### src/rtl/video_stream_pattern_gen.sv
// Test-pattern source for the multi-pixel-per-clock video stream: full frame timing with blanking,
// per-lane valid mask, line/frame markers and one of four selectable patterns.
module video_stream_pattern_gen #(
    parameter int PX_WIDTH   = 12,
    parameter int PX_PER_CLK = 4,
    parameter int RES_X      = 1936,
    parameter int RES_Y      = 1096,
    parameter int TOTAL_X    = 2200,
    parameter int TOTAL_Y    = 1125
) (
    input  logic                           clk_i,
    input  logic                           rst_i,
    input  logic                           en_i,
    input  logic [1:0]                     pattern_i,
    output logic [PX_PER_CLK*PX_WIDTH-1:0] px_data_o,
    output logic [PX_PER_CLK-1:0]          px_data_val_o,
    output logic                           line_start_o,
    output logic                           line_end_o,
    output logic                           frame_start_o,
    output logic                           frame_end_o,
    output logic                           busy_o
);

    localparam int WPL = (RES_X + PX_PER_CLK - 1) / PX_PER_CLK;
    localparam int LW  = TOTAL_X / PX_PER_CLK;
    localparam int REM = RES_X % PX_PER_CLK;
    localparam int XW  = (LW > 1) ? $clog2(LW) : 1;
    localparam int YW  = (TOTAL_Y > 1) ? $clog2(TOTAL_Y) : 1;

    localparam logic [XW-1:0] X_LAST     = XW'(LW - 1);
    localparam logic [XW-1:0] X_WPL      = XW'(WPL);
    localparam logic [XW-1:0] X_WPL_LAST = XW'(WPL - 1);
    localparam logic [YW-1:0] Y_LAST     = YW'(TOTAL_Y - 1);
    localparam logic [YW-1:0] Y_RES      = YW'(RES_Y);
    localparam logic [YW-1:0] Y_RES_LAST = YW'(RES_Y - 1);

    typedef enum logic {IDLE, RUN} state_t;

    state_t                          state, next_state;
    logic [XW-1:0]                   x_cnt;
    logic [YW-1:0]                   y_cnt;
    logic [PX_WIDTH-1:0]             frame_cnt;
    logic [1:0]                      pattern_q;
    logic [1:0]                      cur_pattern;
    logic                            first_word, last_word, in_active;
    logic [PX_WIDTH-1:0]             px_col, row;
    logic [PX_PER_CLK*PX_WIDTH-1:0]  word_data;
    logic [PX_PER_CLK-1:0]           word_val;

    assign first_word = (x_cnt == '0) && (y_cnt == '0);
    assign last_word  = (x_cnt == X_LAST) && (y_cnt == Y_LAST);
    assign in_active  = (state == RUN) && (y_cnt < Y_RES) && (x_cnt < X_WPL);

    always_ff @(posedge clk_i or posedge rst_i) begin
        if (rst_i) state <= IDLE;
        else       state <= next_state;
    end

    // en_i only matters in IDLE and on the very last word of a frame
    always_comb begin
        next_state = state;
        case (state)
            IDLE:    if (en_i) next_state = RUN;
            RUN:     if (last_word && !en_i) next_state = IDLE;
            default: next_state = IDLE;
        endcase
    end

    always_ff @(posedge clk_i or posedge rst_i) begin
        if (rst_i) begin
            x_cnt     <= '0;
            y_cnt     <= '0;
            frame_cnt <= '0;
            pattern_q <= '0;
        end else if (state == RUN) begin
            if (x_cnt == X_LAST) begin
                x_cnt <= '0;
                y_cnt <= (y_cnt == Y_LAST) ? '0 : y_cnt + 1'b1;
            end else begin
                x_cnt <= x_cnt + 1'b1;
            end
            if (last_word)  frame_cnt <= frame_cnt + 1'b1;
            if (first_word) pattern_q <= pattern_i;
        end
    end

    // The frame_start word already uses the incoming pattern; later words use the latched copy
    always_comb begin
        word_data   = '0;
        word_val    = '0;
        px_col      = '0;
        row         = PX_WIDTH'(y_cnt);
        cur_pattern = first_word ? pattern_i : pattern_q;
        for (int i = 0; i < PX_PER_CLK; i++) begin
            px_col = PX_WIDTH'(32'(x_cnt) * 32'(PX_PER_CLK) + 32'(i));
            if (in_active && (x_cnt != X_WPL_LAST || REM == 0 || i < REM)) begin
                word_val[i] = 1'b1;
                case (cur_pattern)
                    2'd0:    word_data[i*PX_WIDTH +: PX_WIDTH] = px_col;
                    2'd1:    word_data[i*PX_WIDTH +: PX_WIDTH] = row;
                    2'd2:    word_data[i*PX_WIDTH +: PX_WIDTH] = {PX_WIDTH{px_col[3] ^ row[3]}};
                    default: word_data[i*PX_WIDTH +: PX_WIDTH] = frame_cnt;
                endcase
            end
        end
    end

    always_ff @(posedge clk_i or posedge rst_i) begin
        if (rst_i) begin
            px_data_o     <= '0;
            px_data_val_o <= '0;
            line_start_o  <= 1'b0;
            line_end_o    <= 1'b0;
            frame_start_o <= 1'b0;
            frame_end_o   <= 1'b0;
            busy_o        <= 1'b0;
        end else begin
            px_data_o     <= word_data;
            px_data_val_o <= word_val;
            line_start_o  <= in_active && (x_cnt == '0);
            line_end_o    <= in_active && (x_cnt == X_WPL_LAST);
            frame_start_o <= in_active && first_word;
            frame_end_o   <= in_active && (x_cnt == X_WPL_LAST) && (y_cnt == Y_RES_LAST);
            busy_o        <= (state == RUN);
        end
    end

endmodule

### config.mk
export PLATFORM = sky130hd
export DESIGN_NAME = video_stream_pattern_gen
export DESIGN_NICKNAME = d
export VERILOG_FILES = /design/src/rtl/video_stream_pattern_gen.sv
export SDC_FILE = /design/constraint.sdc
export NUM_CORES = 1
export LEC_CHECK = 0
export ABC_AREA = 0
export CAP_MARGIN = 20
export CORE_AREA = 2 2 99 77
export CTS_CLUSTER_DIAMETER = 150
export DETAILED_ROUTE_END_ITERATION = 8
export DIE_AREA = 0 0 101 79
export PLACE_DENSITY = 0.81
export SLEW_MARGIN = 20
export SYNTH_ARGS = -nofsm -noshare
export SYNTH_HDL_FRONTEND = slang
export SYNTH_SLANG_ARGS = --single-unit
### constraint.sdc
create_clock -name clk_i -period 2.5 [get_ports clk_i]
set_input_delay 0.5 -clock clk_i [delete_from_list [all_inputs] [get_ports clk_i]]
set_output_delay 0.5 -clock clk_i [all_outputs]
set_load 0.005 [all_outputs]
==> reports/results.md <==
| Metric | This run |
|---|---|
| Minimum period implied by the final worst setup slack | 2.32 ns |
| Setup slack at placement | 0.132 ns |
| Maximum net fanout on the critical path | 9 |
| Post-DRT Antenna Nets | 0 |
| Max Clock Freq | 431 MHz |
| Root buffer selected by CTS | clkbuf_8 |
| Number of placed cells counting well taps | 428 |
| Tightest Pin Transition | 0.540 ns |
| Aggregate negative setup slack | 0 ns |
| Clock latency reported for the late side of the worst-skew pair | 0.31 ns |
| Total standard cell area after synthesis | 3070 µm² |
| Routed via count | 2457 |
| Top_reg_cell synth | dfrtp_1 |
| Post-route clock period utilization | 0.929 |
| Synthesis warning total | 0 |
| Count of non-filler cells in the finished layout | 437 |
| Net count, final | 360 |
| WL per Instance | 16.4 µm |
| Maximum clock skew at final layout | 0.0108 ns |
| Largest vdd supply drop | 430 µV |
| RSZ-0062 raised after global routing | false |
| Worst min-delay path category | reg2reg |
| Reg clk slew, reported paths | 0.10 ns |
| Total CTS buffers | 5 |
| Cell count after synthesis | 306 |
| Number of antenna violations at the first check in global routing | 0 |
| Critical path data arrival time | 2.53 ns |
| GR Overflow Total | 0 |
| Overall global routing resource usage | 0.187 |
| Number of max-slew violations in the final report | 0 |
| Fraction of synthesis flops using an asynchronous set or reset pin | 1.00 |
| Library cells used by synthesis | 45 |
| Number of DRC violations after detailed routing | 0 |
| Die area | 7980 µm² |
| Overall die width | 101 µm |
| TritonCTS clock tree | built |
| Number of clock sinks | 56 |
| Die Height | 79 µm |
| Fraction of the yosys area taken by sequential cells | 0.456 |
| Synthesized area per cell | 10.0 µm² |
| Number of synthesized flops with an enable pin | 0 |
| Leak | 1.59 nW |
| Setup crit start kind | register |
| Count of input and output buffers | 61 |
| DR vias/cell | 5.62 |
| Share of final-layout standard cells stronger than drive strength 1 | 0.126 |
| Starting Density | 0.433 |
| Starting DRT DRC Count | 181 |
| Count of hold buffers inserted by post-cts repair | 0 |
| Critical Path End Type | register |
| Global-route wire length before repair | 11600 µm |
| Count of inserted antenna diode cells | 0 |
| GPL Wtd Cong | 0.943 |
| Tot Pwr | 3.48 mW |
| Worst max-slew margin expressed relative to the limit | 0.640 |
| Required time reported for the critical path endpoint | 2.71 ns |
| Final setup slack of the worst path | 0.177 ns |
| Number of violations of the max-capacitance limit | 0 |
| Top-Level Pins | 62 |
| Post-synthesis sequential element count | 56 |
| Vias in the first global route | 2348 |
| Level count of the clock H-tree | 2 |
| Status | finished clean |
| Sum of net half-perimeters after detailed placement | 5510 µm |
| Maximum number of pins on one net before global-route repair | 34 |
| Synth Net Count | 317 |
| Pwr/cell area | 933 nW/µm² |
| Buffers from clock root to sink, at most | 2 |
| Cell Rows | 27 |
| Core footprint | 7090 µm² |
| Endpoints failing setup | 0 |
| Initial DRT Pass Iterations | 5 |
| Classification of the worst setup path | reg2reg |
| Final-report hold violation count | 0 |
| Total wire length after detailed routing | 7150 µm |
| Area growth syn-to-layout | 21.6% |
-- worst max-delay path, cell delays in order, from the launching register on --
cell      delay, ns
dfrtp_1        0.48
nor3_1         0.30
nand2_2        0.16
nor3_4         0.34
buf_4          0.20
mux2i_1        0.19
buf_4          0.20
a221oi_2       0.09
nor3_1         0.25
-- cells by family after synthesis --
family,after synthesis,synth area share
AOI/OAI and AO/OA,35,0.0843
xor gates and xnor gates,27,0.0770
adders and majority gates,6,0.0244
buffers and inverters,62,0.127
DFF,56,0.456
muxes,10,0.0342
and+or+nand+nor,110,0.196
-- stage by stage --
stage	utilization	area (µm²)	hold slack, ns
after floorplan	-	3070	0.349
after global placement	0.512	3630	0.466
after detailed placement	0.512	3630	0.471
after CTS	0.524	3710	0.488
after global routing	0.526	3730	0.514
final	0.526	3730	0.483
-- Yosys cell counts, types with 2 or more instances --
| master | instances | area share |
|---|---|---|
| and2_1 | 2 | 0.0041 |
| mux2i_1 | 6 | 0.020 |
| nand2_1 | 17 | 0.021 |
| buf_2 | 6 | 0.0098 |
| nor2_1 | 20 | 0.024 |
| a221oi_1 | 5 | 0.014 |
| inv_1 | 14 | 0.017 |
| a211oi_1 | 2 | 0.0049 |
| nand2b_1 | 3 | 0.0061 |
| nand4_1 | 10 | 0.020 |
| nand3b_1 | 2 | 0.0049 |
| buf_4 | 38 | 0.093 |
| xnor2_1 | 18 | 0.051 |
| nor3_4 | 2 | 0.011 |
| o21ai_0 | 7 | 0.011 |
| and3_1 | 2 | 0.0041 |
| ha_1 | 6 | 0.024 |
| clkbuf_1 | 3 | 0.0037 |
| a21oi_1 | 7 | 0.011 |
| and4_1 | 3 | 0.0086 |
| nor4_1 | 2 | 0.0041 |
| xor2_1 | 9 | 0.026 |
| nand3_1 | 17 | 0.028 |
| a221oi_2 | 3 | 0.015 |
| mux2_2 | 3 | 0.011 |
| dfrtp_1 | 56 | 0.46 |
| nor3_1 | 23 | 0.037 |
| nor4b_1 | 2 | 0.0057 |
| o22ai_1 | 2 | 0.0041 |
-- cell type report --
| type | count | area, µm² |
|---|---|---|
| timing repair buffer | 84 | 796 |
| clock inverter | 1 | 8.76 |
| tap | 87 | 109 |
| fill | 629 | 3360 |
| sequential | 56 | 1400 |
| clock buffer | 7 | 76.3 |
| multi-input combinational | 188 | 1290 |
| inverter | 14 | 52.6 |
-- cells in the final DEF (no fill, tap or decap), types with 3 or more instances in the layout --
cell and count:
nor2_1 20, buf_4 22, inv_1 13, and4_1 3, nand4_1 10, mux2_2 3, o21ai_0 7, clkdlybuf4s50_1 61
ha_1 6, mux2i_1 6, nand2b_1 3, clkbuf_8 5, nor3_1 23, xnor2_1 18, nand3_1 17, a221oi_1 5
a221oi_2 3, a21oi_1 7, nand2_1 16, xor2_1 9, dfrtp_1 55
-- registers in the layout, summed over array words and instances, names as in the netlist --
register and flops:
busy_o 1, frame_cnt 12, frame_end_o 1, frame_start_o 1
line_end_o 1, line_start_o 1, pattern_q 2, px_data_o 14
px_data_val_o 1, state 1, x_cnt 10, y_cnt 11
-- per-layer routing --
layer / vias to the layer above / share of wire / track usage
li1: 1118 / - / -
met1: 1177 / 0.43 / 0.262
met2: 149 / 0.45 / 0.290
met3: 13 / 0.10 / 0.0458
met4: 0 / 0.013 / 0.0500
met5: - / 0 / 0
-- what timing repair did --
item	CTS	global route
setup endpoints to repair	0	14
setup buffers	0	1
resized for setup	0	3
endpoints found under the hold margin	0	0
-- where the power goes --
group	leakage, nW	switching, mW	total (mW)	internal [mW]
Sequential	0.727	0.205	1.29	1.09
Clock	0.0424	0.283	0.484	0.201
Combinational	0.825	0.744	1.71	0.964
-- path summary, 6_finish.rpt --
path	depth (start not counted)	from	slack, ns	end
setup / recovery	8	x_cnt[2]	0.18	px_data_o[41]
hold / removal	1	frame_cnt[11]	0.48	frame_cnt[11]
hold reg to reg	1	frame_cnt[11]	0.48	frame_cnt[11]
setup reg to reg	8	x_cnt[2]	0.18	px_data_o[41]
max in group asynchronous	3	rst_i	1.38	x_cnt[4]
min in group asynchronous	2	rst_i	0.56	px_data_o[36]
Note: power is estimated with default switching activity, not from simulation.
